===== src/rtl/pwm_csr_bank_if.sv =====
// Byte-level link between the SPI front end and the CSR/PWM bank.
// The SPI side is the master; the CSR bank is the slave.
interface pwm_csr_bank_if #(
  parameter int DATA_WIDTH = 8
);
  logic [DATA_WIDTH-1:0] data_in;
  logic                  data_rdy;
  logic [DATA_WIDTH-1:0] data_out;
  logic                  data_latch;

  modport master (output data_in, output data_rdy, input data_out, input data_latch);
  modport slave  (input data_in, input data_rdy, output data_out, output data_latch);
endinterface


===== src/rtl/pwm_csr_bank.sv =====
// Byte-command CSR decoder driving an N-channel PWM bank with a shared prescaler/period,
// double-buffered period/duty, per-channel enable/polarity and a GPIO override.
module pwm_csr_bank #(
  parameter int                    DATA_WIDTH = 8,
  parameter int                    ADDR_WIDTH = 6,
  parameter int                    N_CH       = 4,
  parameter logic [DATA_WIDTH-1:0] ID_VALUE   = 8'hA5
) (
  input  logic                  clk,
  input  logic                  rst,
  pwm_csr_bank_if.slave         bus,
  output logic [DATA_WIDTH-1:0] out
);
  localparam int CW = 2 * DATA_WIDTH;
  localparam logic [ADDR_WIDTH-1:0] A_CTRL  = ADDR_WIDTH'(0);
  localparam logic [ADDR_WIDTH-1:0] A_PRESC = ADDR_WIDTH'(1);
  localparam logic [ADDR_WIDTH-1:0] A_PER_H = ADDR_WIDTH'(2);
  localparam logic [ADDR_WIDTH-1:0] A_PER_L = ADDR_WIDTH'(3);
  localparam logic [ADDR_WIDTH-1:0] A_GPIO  = ADDR_WIDTH'(4);
  localparam logic [ADDR_WIDTH-1:0] A_CH_EN = ADDR_WIDTH'(5);
  localparam logic [ADDR_WIDTH-1:0] A_POL   = ADDR_WIDTH'(6);
  localparam logic [ADDR_WIDTH-1:0] A_ID    = ADDR_WIDTH'(7);

  typedef enum logic [1:0] {CMD, WDATA, BURST} state_t;

  state_t                  state_reg, state_next;
  logic [ADDR_WIDTH-1:0]   addr_reg, addr_next, cmd_addr;
  logic [1:0]              op;
  logic                    byte_ok, wr_en, rd_en;
  logic [DATA_WIDTH-1:0]   rd_data, data_out_reg;
  logic                    data_latch_reg;

  logic                    pwm_en_reg, gpio_mode_reg, cnt_clr_reg;
  logic [DATA_WIDTH-1:0]   prescale_reg, gpio_out_reg;
  logic [N_CH-1:0]         ch_en_reg, ch_pol_reg;
  logic [CW-1:0]           period_sh_reg, period_act_reg;
  logic [CW-1:0]           duty_sh_reg  [N_CH];
  logic [CW-1:0]           duty_act_reg [N_CH];

  logic [CW-1:0]           counter_reg;
  logic [DATA_WIDTH-1:0]   presc_cnt_reg;
  logic                    tick, wrap, load;
  logic [DATA_WIDTH-1:0]   out_next, out_reg;

  assign op       = bus.data_in[DATA_WIDTH-1 -: 2];
  assign cmd_addr = bus.data_in[ADDR_WIDTH-1:0];
  // Bytes arriving while a read result is being presented are dropped.
  assign byte_ok  = bus.data_rdy & ~data_latch_reg;

  assign bus.data_out   = data_out_reg;
  assign bus.data_latch = data_latch_reg;
  assign out            = out_reg;

  always_comb begin
    state_next = state_reg;
    addr_next  = addr_reg;
    wr_en      = 1'b0;
    rd_en      = 1'b0;
    case (state_reg)
      CMD: if (byte_ok) begin
        addr_next = cmd_addr;
        case (op)
          2'b10:   state_next = WDATA;
          2'b11:   state_next = BURST;
          2'b01:   rd_en = 1'b1;
          default: ;
        endcase
      end
      WDATA: if (byte_ok) begin
        wr_en      = 1'b1;
        state_next = CMD;
      end
      BURST: if (byte_ok) begin
        if (bus.data_in == '0) begin
          state_next = CMD;
        end else begin
          wr_en     = 1'b1;
          addr_next = addr_reg + 1'b1;
        end
      end
      default: state_next = CMD;
    endcase
  end

  always_ff @(posedge clk or negedge rst) begin
    if (!rst) begin
      state_reg      <= CMD;
      addr_reg       <= '0;
      data_out_reg   <= '0;
      data_latch_reg <= 1'b0;
    end else begin
      state_reg      <= state_next;
      addr_reg       <= addr_next;
      data_latch_reg <= rd_en;
      if (rd_en) data_out_reg <= rd_data;
    end
  end

  // Read mux is keyed on the command byte itself so the result is ready one cycle later.
  always_comb begin
    rd_data = '0;
    case (cmd_addr)
      A_CTRL:  rd_data[1:0] = {gpio_mode_reg, pwm_en_reg};
      A_PRESC: rd_data = prescale_reg;
      A_PER_H: rd_data = period_sh_reg[CW-1:DATA_WIDTH];
      A_PER_L: rd_data = period_sh_reg[DATA_WIDTH-1:0];
      A_GPIO:  rd_data = gpio_out_reg;
      A_CH_EN: rd_data[N_CH-1:0] = ch_en_reg;
      A_POL:   rd_data[N_CH-1:0] = ch_pol_reg;
      A_ID:    rd_data = ID_VALUE;
      default: ;
    endcase
    for (int i = 0; i < N_CH; i++) begin
      if (cmd_addr == ADDR_WIDTH'(8 + 2 * i)) rd_data = duty_sh_reg[i][CW-1:DATA_WIDTH];
      if (cmd_addr == ADDR_WIDTH'(9 + 2 * i)) rd_data = duty_sh_reg[i][DATA_WIDTH-1:0];
    end
  end

  always_ff @(posedge clk or negedge rst) begin
    if (!rst) begin
      pwm_en_reg    <= 1'b0;
      gpio_mode_reg <= 1'b0;
      cnt_clr_reg   <= 1'b0;
      prescale_reg  <= '0;
      period_sh_reg <= '0;
      gpio_out_reg  <= '0;
      ch_en_reg     <= '0;
      ch_pol_reg    <= '0;
    end else begin
      cnt_clr_reg <= 1'b0;
      if (wr_en) begin
        case (addr_reg)
          A_CTRL: begin
            pwm_en_reg    <= bus.data_in[0];
            gpio_mode_reg <= bus.data_in[1];
            cnt_clr_reg   <= bus.data_in[2];
          end
          A_PRESC: prescale_reg <= bus.data_in;
          A_PER_H: period_sh_reg[CW-1:DATA_WIDTH] <= bus.data_in;
          A_PER_L: period_sh_reg[DATA_WIDTH-1:0] <= bus.data_in;
          A_GPIO:  gpio_out_reg <= bus.data_in;
          A_CH_EN: ch_en_reg <= bus.data_in[N_CH-1:0];
          A_POL:   ch_pol_reg <= bus.data_in[N_CH-1:0];
          default: ;
        endcase
      end
    end
  end

  assign tick = pwm_en_reg && (presc_cnt_reg == prescale_reg);
  assign wrap = tick && (counter_reg == period_act_reg);
  // Nonblocking load means a shadow write coinciding with wrap takes effect one period later.
  assign load = cnt_clr_reg | wrap | ~pwm_en_reg;

  always_ff @(posedge clk or negedge rst) begin
    if (!rst) begin
      presc_cnt_reg  <= '0;
      counter_reg    <= '0;
      period_act_reg <= '0;
    end else begin
      if (cnt_clr_reg) begin
        presc_cnt_reg <= '0;
        counter_reg   <= '0;
      end else if (pwm_en_reg) begin
        presc_cnt_reg <= tick ? '0 : presc_cnt_reg + 1'b1;
        if (tick) counter_reg <= wrap ? '0 : counter_reg + 1'b1;
      end
      if (load) period_act_reg <= period_sh_reg;
    end
  end

  genvar gi;
  generate
    for (gi = 0; gi < N_CH; gi++) begin : g_ch
      always_ff @(posedge clk or negedge rst) begin
        if (!rst) begin
          duty_sh_reg[gi]  <= '0;
          duty_act_reg[gi] <= '0;
        end else begin
          if (wr_en && addr_reg == ADDR_WIDTH'(8 + 2 * gi))
            duty_sh_reg[gi][CW-1:DATA_WIDTH] <= bus.data_in;
          if (wr_en && addr_reg == ADDR_WIDTH'(9 + 2 * gi))
            duty_sh_reg[gi][DATA_WIDTH-1:0] <= bus.data_in;
          if (load) duty_act_reg[gi] <= duty_sh_reg[gi];
        end
      end
      assign out_next[gi] = gpio_mode_reg ? gpio_out_reg[gi]
                          : ((ch_en_reg[gi] & (counter_reg < duty_act_reg[gi])) ^ ch_pol_reg[gi]);
    end
    for (gi = N_CH; gi < DATA_WIDTH; gi++) begin : g_gpio
      assign out_next[gi] = gpio_out_reg[gi];
    end
  endgenerate

  always_ff @(posedge clk or negedge rst) begin
    if (!rst) out_reg <= '0;
    else      out_reg <= out_next;
  end
endmodule


===== src/flat_wrapper.sv =====
// flat-port wrapper written by rule: the top's interface ports become plain ports
module pwm_csr_bank_flat 
#(
  parameter int                    DATA_WIDTH = 8,
  parameter int                    ADDR_WIDTH = 6,
  parameter int                    N_CH       = 4,
  parameter logic [DATA_WIDTH-1:0] ID_VALUE   = 8'hA5
)
  (clk, rst, out, bus_data_in, bus_data_rdy, bus_data_out, bus_data_latch);
  pwm_csr_bank_if #(.DATA_WIDTH(DATA_WIDTH)) bus_i ();
  input  logic clk;
  input  logic rst;
  output logic [DATA_WIDTH-1:0] out;
  input wire logic [$bits(bus_i.data_in)-1:0] bus_data_in;
  input wire logic [$bits(bus_i.data_rdy)-1:0] bus_data_rdy;
  output wire logic [$bits(bus_i.data_out)-1:0] bus_data_out;
  output wire logic [$bits(bus_i.data_latch)-1:0] bus_data_latch;
  assign bus_i.data_in = bus_data_in;
  assign bus_i.data_rdy = bus_data_rdy;
  assign bus_data_out = bus_i.data_out;
  assign bus_data_latch = bus_i.data_latch;
  pwm_csr_bank #(.DATA_WIDTH(DATA_WIDTH), .ADDR_WIDTH(ADDR_WIDTH), .N_CH(N_CH), .ID_VALUE(ID_VALUE)) u_core (.clk(clk), .rst(rst), .bus(bus_i), .out(out));
endmodule

===== config.mk =====
export PLATFORM = sky130hd
export DESIGN_NAME = pwm_csr_bank_flat
export DESIGN_NICKNAME = d
export VERILOG_FILES = /design/src/rtl/pwm_csr_bank_if.sv /design/src/rtl/pwm_csr_bank.sv /design/src/flat_wrapper.sv
export SDC_FILE = /design/constraint.sdc
export NUM_CORES = 1
export LEC_CHECK = 0
export BUFFER_PORTS_ARGS = -buffer_cell sky130_fd_sc_hd__buf_2
export CAP_MARGIN = 20
export CORE_ASPECT_RATIO = 1.25
export CORE_MARGIN = 4
export CORE_UTILIZATION = 36
export CTS_CLUSTER_SIZE = 25
export DETAILED_ROUTE_END_ITERATION = 7
export SYNTH_ARGS = -nofsm -noshare
export SYNTH_HDL_FRONTEND = slang
export SYNTH_SLANG_ARGS = --single-unit

===== constraint.sdc =====
create_clock -name clk -period 4.9 [get_ports clk]
set_input_delay 0.245 -clock clk [delete_from_list [all_inputs] [get_ports clk]]
set_output_delay 0.245 -clock clk [all_outputs]
set_load 0.01 [all_outputs]

# [Word-level counts from Yosys, hierarchy flattened]
# Cells that the tools add are included.
[op_classes] muxes=41 magnitude_cmp=4 n_reduce_logical=27 addsub=3 bitwise_logic=13 eq_ne=42
[ops] operator="$eq A6 B4 Y1 const B" count=16
[ops] operator="$mux W8" count=11
[ops] operator="$lt A16 B16 Y1" count=4
[ops] operator="$mux W16" count=4
[ops] operator="$eq A6 B3 Y1 const B" count=7
[ops] operator="$eq A6 B2 Y1 const B" count=4
[ops] operator="$pmux W4 S5" count=1
[ops] operator="$mux W6" count=3
[ops] operator="$add A16 B1 Y16 const B" count=1
[ops] operator="$eq A16 B16 Y1" count=1
[ops] operator="$pmux W2 S8" count=1
[ops] operator="$reduce_and A2 Y1" count=8
[ops] operator="$pmux W2 S7" count=1
[ops] operator="$eq A6 B1 Y1 const B" count=2
[ops] operator="$logic_not A6 Y1" count=2
[ops] operator="$mux W1" count=12
[ops] operator="$pmux W6 S2" count=1
[ops] operator="$logic_and A1 B1 Y1" count=10
[ops] operator="$add A8 B1 Y8 const B" count=1
[ops] operator="$eq A8 B8 Y1" count=1
[ops] operator="$logic_not A8 Y1" count=1
[ops] operator="$mux W2" count=4
[ops] operator="$ne A2 B1 Y1 const B" count=4
[ops] operator="$add A6 B1 Y6 const B" count=1
[ops] operator="15 further kinds" count=29
[word_totals] out_inout_bits=17 reg_bits=236 wordCells=159 in_bits=11

# [Logic depth before layout (Yosys ltp)]
# Gate-level depths: netlist of the first run.
[logic_depth] ltp_word=10 ltp_mapped=9 mapped_depth_nobuf=8

# [Worst setup path after synthesis of the first run]
# Ideal clock, no wire load.
[synth_timing] kind="register to register" from="reg u_core.counter_reg[3]" to="reg u_core.duty_act_reg[10] (netlist name)" path_slack_ns=2.622 n_path_buf=3 synth_period_minus_slack_ns=2.278 setup_time_ns=0.128 t_required_ns=4.772 path_stages_with_launch=10 arrival_time_ns=2.151 path_cell_list="dfrtp_1 clkbuf_1 xnor2_1 nand4_1 nor4_2 a21o_1 buf_2 nor2_2 buf_2 mux2_1"
[synth_between] elab_chain_cells=4
[synth_lines] element="from (decl)" line="pwm_csr_bank.sv:40" source="logic [CW-1:0] counter_reg;"
[synth_lines] element="from (signal assigned)" line="pwm_csr_bank.sv:166" source="if (tick) counter_reg <= wrap ? '0 : counter_reg + 1'b1;"
[synth_lines] element="$eq A16 B16 Y1" line="pwm_csr_bank.sv:151" source="assign wrap = tick && (counter_reg == period_act_reg);"
[synth_lines] element="$logic_and A1 B1 Y1" line="pwm_csr_bank.sv:151"
[synth_lines] element="$or A1 B1 Y1 (2 in a row)" line="pwm_csr_bank.sv:153" source="assign load = cnt_clr_reg | wrap | ~pwm_en_reg;"
[synth_lines] element="to (signal, indexed assignment)" line="pwm_csr_bank.sv:184" source="if (load) duty_act_reg[gi] <= duty_sh_reg[gi];"
[synth_lines] element="to (decl)" line="pwm_csr_bank.sv:38" source="logic [CW-1:0] duty_act_reg [N_CH];"
# Every way passes these cells.
# A chain may end at the register's enable or synchronous reset.

# [Final worst setup path of the first run]
[layout_timing] from="reg u_core.counter_reg[7]" to="reg u_core.duty_act_reg[38] (netlist name)"
# The elaborated chain is that of the path after synthesis.

==> metrics.md, run 1 <==
| Metric | Value |
|---|---|
| Maxcap violations | `0` |
| Worst hold path type | `in -> reg` |
| Worst path required time | `5310 ps` |
| Avg Cell Area, Syn | `11.4 sq um` |
| Total number of vias | `8717` |
| Cts hold-fix bufs | `1` |
| CP Data Arrival Time | `3480 ps` |
| Crit end category | `flop` |
| Antenna violations before repair | `0` |
| Period minus WS final | `3070 ps` |
| Layout Cells excl Fill | `1612` |
| Total power | `7590 uW` |
| Die area | `0.0380 sq mm` |
| Largest family of logic cells by synthesized area | `multiplexers` |
| Slowest Stage Delay on Critical Path | `700 ps` |
| Post-cts repair resize count | `0` |
| Standard-cell rows | `76` |
| CTS tree | `built` |
| I/O pin total | `28` |
| Max Clock Freq | `325 MHz` |
| Fin Clk Skew | `9.49 ps` |
| Starting Density | `36.5%` |
| Post-synth EDFFs | `0` |
| H-tree levels | `1` |
| Root buf cell | `clkbuf_16` |
| Synth area leaders | `dfrtp_1 47%, mux2_2 17%, ha_1 6.9%` |
| Maximum vdd drop | `0.000400 V` |
| FF+latch count, synth | `236` |
| Setup tns final | `0 ps` |
| Clock tree buffer depth | `3` |
| Largest net degree at the start of global routing | `132` |
| Top FF cell, synth | `dfrtp_1` |
| CTS Buf Count | `24` |
| Leak Pwr | `0.00680 uW` |
| Slew headroom | `32.6%` |
| Synthesized cell area | `0.0126 sq mm` |
| Post-CTS setup buffers | `0` |
| Die span in x | `175 um` |
| Routed Antenna Nets | `0` |
| Yosys warnings | `0` |
| Max Transition Viols Final | `0` |
| Layout cells sized above 1 | `26.0%` |
| Critical path launch point type | `flop` |
| Port Buf Inserts | `27` |
| Least-Margin Pin Slew | `1010 ps` |
| Fin nets | `1206` |
| Ant. Diodes | `0` |
| Sequential area share after synthesis | `46.9%` |
| Outcome | `finished, final reports clean` |
| Post-synthesis adder-cell area fraction | `6.86%` |
| Routed wire per std cell | `21.8 um` |
| RSZ-0062 raised after global routing | `no` |
| Dominant cell type by area after synthesis | `dfrtp_1` |
| Post-synthesis compound-gate area fraction | `9.81%` |
| Reg2Reg Setup Slack | `1830 ps` |
| Placed Cells incl. Taps | `1565` |
| Crit-path max FO | `23` |
| Critical-path top delay cell | `dfrtp_1` |
| Via density | `5.41` |
| PD cells | `537 mW/mm^2` |
| Xor and xnor area share after synthesis | `2.58%` |
| Final GP Congestion | `0.847` |
| DRT iter0 DRCs | `464` |
| Commonest non-fill, non-tap cell in the layout | `dfrtp_1` |
| Post-Synth Simple-Gate Area | `10.2%` |
| Routed wire length | `35200 um` |
| Period utilization | `62.7%` |
| Die Span Y | `217 um` |
| Async SR Flop Fraction | `100%` |
| Grt ovf | `0` |
| Synth Net Count | `1187` |
| Fin. Hold Viols | `0` |
| Area delta synth->final | `12.3%` |
| First-pass GRT wire length | `54500 um` |
| CTS Sinks | `236` |
| DRC | `0` |
| Mux cell area share after synthesis | `19.7%` |
| Synth unique cells | `64` |
| GR Util All Layers | `18.5%` |
| Vias in the first global route | `8824` |
| Setup violators final | `0` |
| Worst setup path class | `reg -> reg` |
| Clock Latency Late Sink | `530 ps` |
| Post-Synthesis Cells | `1107` |
| Clock slew at reported path FFs | `60 ps` |
| Most frequent cells in the layout | `236 x dfrtp_1, 190 x mux2_2, 73 x inv_1` |
| Worst path cell trace | `xnor2_1 > nand4_1 > nor4_2 > a21o_1 > nor2_4 > buf_4 > mux2_2` |
| Final HPWL DP | `24900 um` |
| Area of the core | `0.0345 sq mm` |
| First drt pass iteration count | `5` |
| Share of the synthesized area in the top cell type | `46.9%` |
==> cells by family after synthesis <==
logic type	Yosys count
AO/OA/AOI/OAI	193
multiplexers	219
adder cells (fa/ha/maj)	69
XOR/XNOR	37
buffers and inverters	127
flip-flops	236
AND/OR/NAND/NOR	226
==> final timing paths <==
check                      cells after the start                   start                      end
setup / recovery                               7   u_core.counter_reg[7]  u_core.duty_act_reg[38]
hold / removal                                 3          bus_data_in[7]      u_core.state_reg[1]
setup reg to reg                               7   u_core.counter_reg[7]  u_core.duty_act_reg[38]
hold reg to reg                                0  u_core.gpio_out_reg[7]            u_core.out[7]
max in group asynchronous                      3                     rst   u_core.prescale_reg[6]
min in group asynchronous                      2                     rst   u_core.bus.data_out[1]
==> through the flow <==
stage / utilization (%) / cell area, sq um / hold slack [ps] / setup slack, ps
finish: 41.0 / 14100 / 185 / 1830
global route: 41.0 / 14100 / 198 / 1670
CTS: 40.9 / 14100 / 177 / 1790
detailed placement: 38.3 / 13200 / 450 / 1760
global placement: 38.3 / 13200 / 457 / 1560
floorplan: - / 12600 / -50.6 / 2620
==> per-layer routing <==
metal	wire (um)	up-vias	share of wire, %	global-route usage, %
li1	-	4028	-	-
met1	15200	4424	43	24.3
met2	17200	205	49	31.0
met3	1330	60	3.8	1.95
met4	1400	0	4.0	7.89
met5	0	-	0	0
==> critical path, delay by kind of cell (launching register included) <==
kind	cells	cell delay, ps
AND/OR/NAND/NOR	3	1050
flip-flops	1	700
AO/OA/AOI/OAI	1	410
multiplexers	1	290
buffers and inverters	1	280
XOR/XNOR	1	180
==> where the power goes <==
part	internal [uW]	leakage (uW)	switching, uW
registers	2390	0.00324	446
logic	1210	0.00312	1490
clock network	1260	0.000435	796
==> cells in the mapped netlist (all sizes together), types with 16 or more instances <==
library cell	n
xnor2	22
nor2	44
mux2	196
o21ai	47
nand3	24
nand4	17
dfrtp	236
mux2i	20
nand2	57
buf	21
clkbuf	31
a21oi	53
inv	73
ha	69
nor3	16
==> layout make-up <==
cell class	instances	area, sq um
Fill cell	3320	20400
Multi-Input combinational cell	744	6190
Sequential cell	236	5910
Clock buffer	32	692
Tap cell	468	586
Timing Repair Buffer	45	288
Inverter	75	282
Clock inverter	12	191
No activity file was read; power rests on OpenSTA's default activity.
==> run 2: changes to the inputs <==
Settings changed: ABC_AREA set to 1.
Clock period 4.9 ns to 2.56 ns, I/O delays scaled along.
==> run 2 against run 1 <==
Critical path depth rose by 5. Via count rose by 17%. Global-route usage fell by 0.079 points. Cell count rose by 25%. Combinational power rose by 22%. Total power rose by 56%. Clock-buffer cell count rose by 2. Synthesized area fell by 2.3%. Clock skew fell by 0.93 ps. Core utilization rose by 0.37 points. Die area fell by 2.2%. Critical endpoint is now u_core.state_reg[1]. Largest cell class is now flip-flops and latches.
==> metrics.md, run 2 <==
| Metric | Value |
|---|---|
| Crit-path max FO | `7` |
| Die Span Y | `215 um` |
| CTS Buf Count | `25` |
| Fin Clk Skew | `8.56 ps` |
| Post-CTS setup buffers | `0` |
| Grt ovf | `0` |
| Fin util | `41.3%` |
| Post-Synthesis Cells | `1530` |
| First-pass GRT wire length | `54700 um` |
| Fin nets | `1664` |
| Worst r2r dst | `u_core.duty_act_reg[16]` |
| Synthesized cell area | `0.0123 sq mm` |
| Final GP Congestion | `0.907` |
| Fin. Hold Viols | `0` |
| CP Data Arrival Time | `2800 ps` |
| Antenna violations before repair | `0` |
| Slowest Stage Delay on Critical Path | `570 ps` |
| Most numerous cell in the Yosys netlist | `nand2_1` |
| Worst setup path class | `in -> reg` |
| Synth cell count leaders | `430 x nand2_1, 236 x dfrtp_1, 193 x inv_1` |
| HP Start | `bus_data_in[7]` |
| Synth unique cells | `32` |
| Worst path required time | `3010 ps` |
| Crit end category | `flop` |
| Routed Antenna Nets | `0` |
| Post-synth EDFFs | `0` |
| I/O pin total | `28` |
| Clock slew at reported path FFs | `60 ps` |
| Top FF cell, synth | `dfrtp_1` |
| Routed wire length | `34300 um` |
| Synth Net Count | `1610` |
| R2R depth | `10` |
| Root buf cell | `clkbuf_16` |
| Most frequent cells in the layout | `430 x nand2_1, 236 x dfrtp_1, 193 x inv_1` |
| Leak Pwr | `0.00681 uW` |
| Hold depth | `5` |
| First drt pass iteration count | `5` |
| Port Buf Inserts | `27` |
| Period utilization | `91.8%` |
| Via density | `5.06` |
| Maxcap violations | `0` |
| Critical path launch point type | `input pin` |
| Max Clock Freq | `426 MHz` |
| H-tree levels | `1` |
| DRT iter0 DRCs | `642` |
| RSZ-0062 raised after global routing | `no` |
| Starting Density | `36.5%` |
| Clock Latency Late Sink | `540 ps` |
| Synth area leaders | `dfrtp_1 48%, nand2_1 13%, ha_1 7.0%` |
| Maximum vdd drop | `0.000545 V` |
| Max Transition Viols Final | `0` |
| Sequential area share after synthesis | `48.0%` |
| Setup violators final | `0` |
| Vias in the first global route | `9885` |
| Design area | `0.0139 sq mm` |
| DP Worst Slack | `328 ps` |
| GR Util All Layers | `18.4%` |
| Yosys warnings | `0` |
| Worst hold path type | `in -> reg` |
| Worst path cell trace | `dlygate4sd3_1 > buf_2 > nor2_1 > nand2_1 > nor2_2 > nand3_1 > nand2_1 > nand3_1 > o21ai_0 > nand4_1 > dlygate4sd3_1 > o21ai_0` |
| Post-cts repair resize count | `0` |
| CTS Sinks | `236` |
| Routed wire per std cell | `17.0 um` |
| Async SR Flop Fraction | `100%` |
| Clock tree buffer depth | `3` |
| Setup WS post-layout | `210 ps` |
| Die span in x | `173 um` |
| Share of the synthesized area in the top cell type | `48.0%` |
| Period minus WS final | `2350 ps` |
| Die area | `0.0372 sq mm` |
| Commonest non-fill, non-tap cell in the layout | `nand2_1` |
| Total number of vias | `10220` |
| Final HPWL DP | `25300 um` |
| Area of the core | `0.0337 sq mm` |
| Critical-path top delay cell | `dlygate4sd3_1` |
| Reg2reg start | `u_core.presc_cnt_reg[0]` |
| Placed cell areas | `0.0131 sq mm` |
| PD cells | `849 mW/mm^2` |
| Area delta synth->final | `13.2%` |
| Largest net degree at the start of global routing | `79` |
| Dominant cell type by area after synthesis | `dfrtp_1` |
| DRC | `0` |
| Reg2Reg Setup Slack | `340 ps` |
| Setup tns final | `0 ps` |
| Delay-heaviest family, CP | `buffers and inverters` |
| FF+latch count, synth | `236` |
| Least-Margin Pin Slew | `770 ps` |
| Worst Hold End | `u_core.bus.data_latch` |
| CTS tree | `built` |
| Avg Cell Area, Syn | `8.04 sq um` |
| Standard-cell rows | `75` |
| Crit path buf inv count | `3` |
| Slew headroom | `48.6%` |
| Outcome | `finished, final reports clean` |
| Ant. Diodes | `0` |
| Layout cells sized above 1 | `8.14%` |
run 2: how the worst max path moves through the flow:
stage | slack (ps) | start | end | cells past startpoint
after floorplan | 680 | u_core.state_reg[0] | u_core.duty_sh_reg[46] | 11
after global placement | 370 | u_core.counter_reg[12] | u_core.duty_act_reg[16] | 8
after detailed placement | 330 | u_core.counter_reg[12] | u_core.duty_act_reg[48] | 8
after CTS | 230 | bus_data_in[4] | u_core.state_reg[1] | 12
after global routing | 60 | u_core.presc_cnt_reg[0] | u_core.duty_act_reg[28] | 10
final | 210 | bus_data_in[4] | u_core.state_reg[1] | 12
run 2: metrics by stage:
stage,hold slack (ps),power (uW),instances
after global routing,68.5,12600,2020
final,67.2,11800,2020
after global placement,173,8280,1974
after detailed placement,173,8370,1974
after floorplan,-168,7200,1530
after CTS,35.6,11900,2020
run 2: final cells by class:
class                   count  area [sq um]
fillers                  3400         19800
repair buffers             75           571
multi-input cells        1050          5410
inverters                 196           736
clock buffers              34           729
flip-flops and latches    236          5910
well taps                 423           529
clock inverters             6          40.0
run 2: timing repair:
item,CTS,global route
hold buffers,6,0
endpoints found under the setup margin,0,0
endpoints found under the hold margin,80,0
run 2: logic make-up (layout without fill, tap and decap cells):
family          Yosys count  after routing  share of synthesized area (%)
compound gates          294            294                           12.2
xor+xnor                 30             30                           2.14
fa+ha+maj                69             69                           7.02
buf+inv                 244            311                           8.06
flops                   236            236                           48.0
simple gates            657            657                           22.6
run 2: layer usage:
layer	up-vias	share of wire (%)	track usage [%]
li1	5064	-	-
met1	4817	44	24.6
met2	272	48	30.9
met3	67	5.0	1.89
met4	0	3.6	7.08
met5	-	0	0
run 2: report_power, final:
group	leakage [uW]	switching, uW	internal [uW]
Clock	0.000381	1490	1980
Sequential	0.00326	594	4470
Combinational	0.00316	2200	1090
run 2: tightest hold or removal path, cell delays in order:
cell	delay, ps
buf_2	110
nor2_1	50
inv_1	60
nor3_1	50
buf_4	160
